$ cat src/rtl/pack_3d_to_1d_sub_array_stream.sv
// Captures a ROWS x COLS array and streams it element by element in sub-array flat order.
// Optional macro PACK_FLAT_MIRROR_EN adds a packed 1D mirror (flat_out / flat_valid).
module pack_3d_to_1d_sub_array_stream #(
    parameter int BIT_WIDTH = 4,
    parameter int ROWS      = 8,
    parameter int COLS      = 8,
    parameter int SUB_ROWS  = 4
) (
    input  logic                 clk,
    input  logic                 rst_n,
    input  logic [BIT_WIDTH-1:0] in [ROWS][COLS],
    input  logic                 in_valid,
    output logic                 in_ready,
    output logic [BIT_WIDTH-1:0] out_data,
    output logic                 out_valid,
    input  logic                 out_ready,
    output logic                 out_last,
    output logic [((ROWS*COLS > 1) ? $clog2(ROWS*COLS) : 1)-1:0] out_index
`ifdef PACK_FLAT_MIRROR_EN
    ,
    output logic [ROWS*COLS*BIT_WIDTH-1:0] flat_out,
    output logic                           flat_valid
`endif
);

    localparam int IDX_W = (ROWS*COLS > 1) ? $clog2(ROWS*COLS) : 1;
    localparam int RW    = (ROWS > 1) ? $clog2(ROWS) : 1;
    localparam int CW    = (COLS > 1) ? $clog2(COLS) : 1;

    localparam logic [RW-1:0]    ROW_SUB_LAST  = RW'(SUB_ROWS - 1);
    localparam logic [RW-1:0]    ROW_SUB_FIRST = RW'(SUB_ROWS % ROWS);
    localparam logic [RW-1:0]    ROW_LAST      = RW'(ROWS - 1);
    localparam logic [CW-1:0]    COL_LAST      = CW'(COLS - 1);
    localparam logic [IDX_W-1:0] IDX_LAST      = IDX_W'(ROWS*COLS - 1);

    typedef enum logic {IDLE, STREAM} state_t;

    state_t               state_q, state_d;
    logic [BIT_WIDTH-1:0] data_q [ROWS][COLS];
    logic [BIT_WIDTH-1:0] data_d [ROWS][COLS];
    logic [RW-1:0]        row_q, row_d;
    logic [CW-1:0]        col_q, col_d;
    logic                 trail_q, trail_d;
    logic [IDX_W-1:0]     idx_q, idx_d;
    logic                 xfer;

`ifdef PACK_FLAT_MIRROR_EN
    logic [ROWS*COLS*BIT_WIDTH-1:0] flat_q, flat_d;
    logic                           flat_valid_q, flat_valid_d;
    assign flat_out   = flat_q;
    assign flat_valid = flat_valid_q;
`endif

    assign in_ready  = (state_q == IDLE);
    assign out_valid = (state_q == STREAM);
    assign out_last  = out_valid && (idx_q == IDX_LAST);
    assign out_index = idx_q;
    assign out_data  = data_q[row_q][col_q];
    assign xfer      = out_valid && out_ready;

    always_comb begin
        state_d = state_q;
        data_d  = data_q;
        row_d   = row_q;
        col_d   = col_q;
        trail_d = trail_q;
        idx_d   = idx_q;
`ifdef PACK_FLAT_MIRROR_EN
        flat_d       = flat_q;
        flat_valid_d = 1'b0;
`endif
        case (state_q)
            IDLE: begin
                if (in_valid) begin
                    data_d  = in;
                    row_d   = '0;
                    col_d   = '0;
                    trail_d = 1'b0;
                    idx_d   = '0;
                    state_d = STREAM;
`ifdef PACK_FLAT_MIRROR_EN
                    flat_d  = '0;
`endif
                end
            end
            STREAM: begin
                if (xfer) begin
`ifdef PACK_FLAT_MIRROR_EN
                    flat_d[idx_q*BIT_WIDTH +: BIT_WIDTH] = out_data;
`endif
                    if (out_last) begin
                        // Cursor parks at the origin so the idle outputs match reset.
                        state_d = IDLE;
                        row_d   = '0;
                        col_d   = '0;
                        trail_d = 1'b0;
                        idx_d   = '0;
`ifdef PACK_FLAT_MIRROR_EN
                        flat_valid_d = 1'b1;
`endif
                    end else begin
                        idx_d = idx_q + IDX_W'(1);
                        if (!trail_q) begin
                            if (row_q == ROW_SUB_LAST) begin
                                if (col_q == COL_LAST) begin
                                    trail_d = 1'b1;
                                    row_d   = ROW_SUB_FIRST;
                                    col_d   = '0;
                                end else begin
                                    row_d = '0;
                                    col_d = col_q + CW'(1);
                                end
                            end else begin
                                row_d = row_q + RW'(1);
                            end
                        end else begin
                            if (row_q == ROW_LAST) begin
                                row_d = ROW_SUB_FIRST;
                                col_d = col_q + CW'(1);
                            end else begin
                                row_d = row_q + RW'(1);
                            end
                        end
                    end
                end
            end
            default: state_d = IDLE;
        endcase
    end

    always_ff @(posedge clk) begin
        if (!rst_n) begin
            state_q <= IDLE;
            data_q  <= '{default: '0};
            row_q   <= '0;
            col_q   <= '0;
            trail_q <= 1'b0;
            idx_q   <= '0;
`ifdef PACK_FLAT_MIRROR_EN
            flat_q       <= '0;
            flat_valid_q <= 1'b0;
`endif
        end else begin
            state_q <= state_d;
            data_q  <= data_d;
            row_q   <= row_d;
            col_q   <= col_d;
            trail_q <= trail_d;
            idx_q   <= idx_d;
`ifdef PACK_FLAT_MIRROR_EN
            flat_q       <= flat_d;
            flat_valid_q <= flat_valid_d;
`endif
        end
    end

endmodule

$ cat config.mk
export PLATFORM = sky130hd
export DESIGN_NAME = pack_3d_to_1d_sub_array_stream
export DESIGN_NICKNAME = d
export VERILOG_FILES = /design/src/rtl/pack_3d_to_1d_sub_array_stream.sv
export SDC_FILE = /design/constraint.sdc
export NUM_CORES = 1
export LEC_CHECK = 0
export CAP_MARGIN = 40
export CORE_ASPECT_RATIO = 1.75
export CORE_MARGIN = 3
export CORE_UTILIZATION = 51
export DETAILED_ROUTE_END_ITERATION = 8
export PLACE_DENSITY = 0.77
export SLEW_MARGIN = 20
export SYNTH_ARGS = -nofsm -noshare
export SYNTH_HDL_FRONTEND = slang
export SYNTH_SLANG_ARGS = --single-unit
$ cat constraint.sdc
create_clock -name clk -period 3 [get_ports clk]
set_clock_uncertainty 0.05 [all_clocks]
set_input_delay 0.6 -clock clk [delete_from_list [all_inputs] [get_ports clk]]
set_output_delay 0.6 -clock clk [all_outputs]
set_load 0.005 [all_outputs]
==> results.py <==
metrics = {
    "floorplanning": {
        "dieWidth_um": 122.6,
        "core_um2": 23330,
        "initial_core_util": 0.5199,
        "io_pins": 273,
        "die_area_um2": 25750,
        "std_cell_rows": 74,
        "dieHeight_um": 210.0,
    },
    "timing": {
        "period_minus_slack_ns": 3.295,
        "rsz0062_at_grt": "true",
        "setup_ws_ns": -0.2954,
        "hold_viol_final": 0,
        "fin_crit_sh": 1.098,
        "slew-limit-headroom": 0.6072,
        "max_clock_freq_ghz": 0.3035,
        "setup_viol": 4,
        "drv_slew": 0,
        "fin_tns_setup_ns": -0.8557,
        "tightest_slew_ns": 0.5871,
    },
    "cells_and_area": {
        "areaGrowthSynthToFinish_pct": 35.39,
        "antennaDiodeCount": 0,
        "fillers": 1816,
        "fin_area_um2": 16420,
        "drive_gt1_frac": 0.1204,
        "nNetsFinal": 1869,
    },
    "power": {
        "vdd.ir_drop.worst_v": 0.0004378,
        "power.density_nw_per_um2": 523.7,
        "cellLeakagePower_nw": 6.023,
    },
    "flow_run": {
        "cap_violations": 0,
    },
    "worst_setup_path": {
        "cp_max_fo": 7,
        "crit_family": "multiplexers",
        "max_stage_delay_ns": 0.51,
        "crit_path_start_kind": "flop",
        "cp-startpoint": "row_q[0]",
        "cp.arrival_ns": 2.65,
        "worst-path-buf-inv": 3,
        "critical_path_class": "reg -> out",
        "endpoint_kind": "output port",
        "critPathRequiredTime_ns": 2.35,
        "slowest_stage": "mux4_2",
        "r2r_start": "col_q[0]",
        "cp_cell_sequence": "buf_12 > buf_8 > mux4_2 > mux4_2 > nand2_2 > and3_4 > a21oi_2 > buf_2",
        "cp_common_cell": "mux4_2",
    },
    "clock_network": {
        "cts_root_buf": "clkbuf_16",
        "clockBufferDepth": 3,
        "cts_num_sinks": 270,
        "cts_tree": "yes",
        "cts_buffers": 25,
        "clock_latency_ns": 0.52,
        "h-tree-depth": 1,
        "path_clk_slew_ns": 0.07,
    },
    "synth": {
        "synth_top_area_frac": 0.4455,
        "netlist.top_cell.by_area": "dfxtp_1",
        "ys_ff_latch": 270,
        "ys_top_cells_by_count": "nand2_1 (533), dfxtp_1 (270), a21boi_0 (258)",
        "synth_cells": 1354,
        "synthesis.nets": 1620,
        "synth_cell_type_count": 45,
        "synth_edf_count": 0,
        "syn_area_per_cell_um2": 8.960,
        "ys.flop_type": "dfxtp_1",
        "syn-cell-area_um2": 12130,
        "yosysWarningCount": 0,
        "synth.yosys.seq_area_share": 0.4455,
        "synth_area_leaders": "dfxtp_1 (45%), nand2_1 (16%), a21boi_0 (16%)",
        "yosysMostFrequentCell": "nand2_1",
        "synthArstFlopShare": 0,
    },
    "grt": {
        "antenna_found_initial": 0,
        "grt_pass1_wl_um": 54980,
        "grt_max_degree": 102,
        "grt_pass1_vias": 10580,
        "overflow": 0,
        "grt_usage": 0.2742,
    },
    "detailed_routing": {
        "drtIter0Drc": 846,
        "wl_um": 36520,
        "routed-via-count": 10479,
        "routedWlPerCell_um": 18.98,
        "vias_per_cell": 5.446,
        "ant_nets": 0,
        "dr.pass1.iters": 5,
        "drc": 0,
    },
    "run_status": {
        "outcome": "finished with violations",
        "violations": "negative setup slack",
    },
    "placement": {
        "hpwl_um": 27050,
        "place_congestion": 0.9150,
        "portBuffers": 272,
        "postPlaceCellArea_um2": 15250,
    },
    "min_path": {
        "hold_start": "data_q[119]",
        "hp-class": "reg -> reg",
    },
}
==> routing by layer <==
layer,vias up,wire length (um),track usage
met4,0,1963,0.1396
met3,93,2007,0.03383
met1,4896,13360,0.3068
met5,-,0,0
li1,5071,-,-
met2,419,19190,0.5017
==> worst paths after layout <==
check	end	depth (start not counted)	slack, ns
worst max-delay path	out_data[2]	8	-0.30
worst min-delay path	data_q[119]	2	0.41
worst max register to register	row_q[2]	7	1.05
worst min register to register	data_q[119]	2	0.41
==> what timing repair did <==
| action | 4_1_cts | 5_1_grt |
|---|---|---|
| gates resized for setup | 33 | 10 |
| hold buffers | 0 | 0 |
| setup buffers | 14 | 7 |
| pin swaps | 8 | 4 |
| endpoints found under the setup margin | 4 | 4 |
==> area by class of cell <==
class	instances	area [um^2]	share of cell area
multi-input cells	971	6346	0.3864
flip-flops and latches	270	5415	0.3297
repair buffers	332	3381	0.2058
clock buffers	35	733.2	0.04464
well taps	304	380.4	0.02316
clock inverters	9	157.7	0.009599
inverters	3	11.26	0.0006856
==> worst register-to-register path, stage by stage, from the launching register on <==
cell and delay (ns):
dfxtp_2 0.54, buf_4 0.25, ha_1 0.19, ha_1 0.15, nand2_1 0.07, o31ai_1 0.22, nand2_1 0.08, a21boi_0 0.29
==> metrics by stage <==
| stage | worst slack, ns | util | cells | power, mW | hold WS [ns] |
|---|---|---|---|---|---|
| after floorplan | 0.3792 | - | 1354 | 4.556 | 0.3900 |
| after global placement | -0.2048 | 0.6534 | 1860 | 5.165 | 0.3981 |
| after detailed placement | -0.2464 | 0.6534 | 1860 | 5.192 | 0.4065 |
| after CTS | -0.2740 | 0.7001 | 1917 | 8.616 | 0.4154 |
| after global routing | -0.3412 | 0.7039 | 1924 | 8.892 | 0.4329 |
| final | -0.2954 | 0.7039 | 1924 | 8.601 | 0.4122 |
==> cells in the final DEF, fill, tap and decap left out, types with 3 or more instances in the layout <==
master / count
bufinv_16: 4
nor2b_1: 6
o22ai_1: 4
nand4_1: 3
dfxtp_1: 266
ha_1: 6
clkdlybuf4s50_1: 267
mux2i_1: 12
nand2b_1: 3
o21ai_0: 4
nor2_1: 14
nand3_1: 4
xor2_1: 3
buf_2: 3
a21oi_1: 6
a21boi_0: 258
buf_8: 3
and3_1: 5
clkbuf_8: 7
clkbuf_1: 3
nor3_1: 5
mux4_2: 69
nand2_1: 531
buf_4: 40
buf_12: 16
clkbuf_16: 25
==> kinds of logic (layout without fill, tap and decap cells) <==
logic type / count (synthesis) / after routing / share of synthesized area
AOI/OAI and AO/OA: 293 / 293 / 0.1786
xor gates and xnor gates: 5 / 5 / 0.003610
adders and majority gates: 6 / 6 / 0.006188
buffers and inverters: 113 / 379 / 0.03806
DFF: 270 / 270 / 0.4455
muxes: 82 / 82 / 0.1389
and+or+nand+nor: 585 / 585 / 0.1890
==> state kept, by name, summed over array words and instances, names as in the netlist <==
register / cells
trail_q: 1
out_valid: 1
data_q: 256
out_index: 6
row_q: 3
col_q: 3
==> power breakdown <==
group          total, mW  switching [mW]  internal, mW
registers           3.92           0.139          3.78
logic               1.27           0.540         0.732
clock network       3.41            1.36          2.05
Power figures use the tool's default switching activity.
==> RTL edit, RTL diff (same settings) <==
The option `PACK_FLAT_MIRROR_EN` is turned on by a define.
--- a/src/rtl/pack_3d_to_1d_sub_array_stream.sv
+++ b/src/rtl/pack_3d_to_1d_sub_array_stream.sv
@@ -1,5 +1,7 @@
 // Captures a ROWS x COLS array and streams it element by element in sub-array flat order.
 // Optional macro PACK_FLAT_MIRROR_EN adds a packed 1D mirror (flat_out / flat_valid).
+`define PACK_FLAT_MIRROR_EN
+
 module pack_3d_to_1d_sub_array_stream #(
     parameter int BIT_WIDTH = 4,
     parameter int ROWS      = 8,
Formal check against the unedited RTL (old outputs only; new: flat_out and flat_valid): same outputs for any inputs over 10 cycles, from zero or initial values and one cycle with rst_n low; that may be too few to reach the edited logic, so the function may still have changed.
==> RTL edit against the original RTL <==
  * The run still ends with setup timing left
  * Routed wire length increased to 2.6 times the old value
  * First-iteration DRC count grew to 4.1 times the old value
  * Cell area increased by 96%
  * Worst setup slack lost 43 ps
  * Sequential share of layout area fell by 0.11 points
  * Sequential cell count rose by 257
  * Synthesized area increased by 90%
  * Power rose by 80%
  * Synthesized cell count grew 99%
  * Highest routed layer is now met5
==> RTL edit: results (changes against the original RTL) <==
[yosys]
yosysWarningCount = 0  ; unchanged
synth_common_cells = nand2_1, dfxtp_1, a21oi_1, o221ai_1, clkbuf_1
syn_inst = 2688  ; +99%
post_synth_num_cell_types = 65  ; +44%
syn_nets = 2954  ; +82%
synthTopCellsByArea = dfxtp_1, nand2_1, o221ai_1
ys_seq_area_share_pct = 45.66  ; +1.1 points
async_flop_share_pct = 0  ; unchanged
ys.flop_type = dfxtp_1

[outcome]
status = complete, but fails checks
violations = setup timing

[timing]
fin_setup_tns_ps = -4883  ; -4028 ps
setup_viol = 60  ; +56
relSlewSlack_pct = 33.79  ; -27 points
fin_ws_ps = -338.1  ; -42.68 ps

[placement]
placed_cells = 3674  ; +98%
dp_worst_setup_slack_ps = -323.4  ; -76.99 ps
io_buffers = 529  ; +94%
routabilityCongestion = 0.9703  ; +6.0%
place_hpwl_mm = 66.44  ; +150%

[global_routing]
grt_pass1_vias = 23685  ; +120%
antenna_found_initial = 4  ; +4
grt_pass1_wl_mm = 139.4  ; +150%
grt_max_degree = 136  ; +33%
grt.total_usage_pct = 36.69  ; +9.3 points

[clock_tree]
clkTransAtPathRegs_ps = 70  ; about the same
cts_hold_buffers = 0  ; unchanged
insertion_delay_ps = 570  ; +50 ps
cts-htree-levels = 2  ; +1
root_buffer = clkbuf_16
clock_path_buffers = 3  ; unchanged
cts_buffers = 46  ; +84%

[route]
wl_per_cell_um = 24.99  ; +32%
wirelength_mm = 94.57  ; +160%
drc = 0  ; unchanged
viasPerCell = 6.546  ; +20%
drt_iter0_drc = 3487  ; +310%
first_pass_iters = 6  ; +1

[finish]
num-fill-cells = 3417  ; +88%
nets = 3442  ; +84%
drive_gt1_share_pct = 14.67  ; +2.6 points

[power_and_ir_drop]
p_leak_uw = 0.01113  ; +85%
ir_drop_mv = 0.4487  ; +2.5%

[critical_path]
crit_start = row_q[1]
cp.arrival_ps = 2690  ; +40 ps
r2r-end = flat_out[115]
r2r_slack_ps = -130  ; -1180 ps
ff2ff_path_depth = 10  ; +3
cp_max_fo = 7  ; unchanged
crit_end = out_data[2]

[min_path]
min_path_type = flop to flop

-- RTL edit: cell count changes in the layout (fill, tap and decap cells not counted), moves of 69 or more --
cell             change
nand2_1            +126
a21boi_0           -258
mux2_2              +85
nand3_1             +94
mux4_2              -69
a21oi_1            +265
o311ai_0           +127
o221ai_1           +256
clkdlybuf4s50_1    +257
buf_4              +104
dfxtp_1            +258
-- RTL edit: logic make-up after synthesis --
group / after synthesis / share of synthesized area (%)
flip-flops: 527 / 45.66
multiplexers: 108 / 5.241
adder cells (fa/ha/maj): 6 / 0.3249
AND/OR/NAND/NOR: 899 / 16.54
buffers and inverters: 288 / 5.404
AO/OA/AOI/OAI: 855 / 26.61
XOR/XNOR: 5 / 0.2221
-- RTL edit: area by class of cell --
type,count,area share (%)
diodes,1,0.007790
inverters,10,0.1402
clock inverters,13,0.4012
well taps,572,2.228
multi-input cells,1873,37.19
flip-flops and latches,527,32.86
repair buffers,718,22.70
clock buffers,70,4.471
-- RTL edit: per-stage QoR --
step | power [uW] | area (sq um) | hold slack, ps
after floorplan | 8388 | 23110 | 381.8
after global placement | 9234 | 29460 | 388.8
after detailed placement | 9260 | 29490 | 392.6
after CTS | 15360 | 31760 | 401.6
after global routing | 15830 | 32120 | 412.4
final | 15480 | 32120 | 401.2
-- RTL edit: layer usage --
layer / vias to the layer above / global-route usage [%] / wire length (um)
met5: - / 0 / 38
met3: 425 / 5.564 / 7950
li1: 11012 / - / -
met1: 11645 / 39.74 / 31190
met4: 6 / 29.43 / 9359
met2: 1683 / 63.40 / 46030
-- RTL edit: repair_timing --
action	CTS	global route
endpoints found under the setup margin	142	231
pin swaps	18	19
gates cloned	7	1
gates resized for setup	97	64
setup buffers	13	8
-- RTL edit: worst min path at each step --
stage | startpoint | to | slack, ps | cells past startpoint
after floorplan | data_q[104] | data_q[104] | 380 | 2
after global routing | data_q[104] | data_q[104] | 410 | 2
after global placement | data_q[244] | data_q[244] | 390 | 2
final | data_q[104] | data_q[104] | 400 | 2
after CTS | data_q[120] | data_q[120] | 400 | 2
after detailed placement | data_q[120] | data_q[120] | 390 | 2
-- RTL edit: critical path: stages (launching register included) --
cell and delay (ps):
dfxtp_4 370, buf_12 140, buf_16 150, buf_6 120
mux2_4 300, o21ai_4 170, nor3_4 70, nor4_4 330
buf_4 200, mux2i_1 80, buf_2 170
-- RTL edit: report_power, final --
part | leakage [uW] | switching (uW) | internal [uW] | total (uW)
combinational | 0.00608 | 1190 | 779 | 1970
clock | 0.000763 | 2710 | 3480 | 6190
sequential | 0.00429 | 123 | 7190 | 7320
total | 0.0111 | 4020 | 11500 | 15500
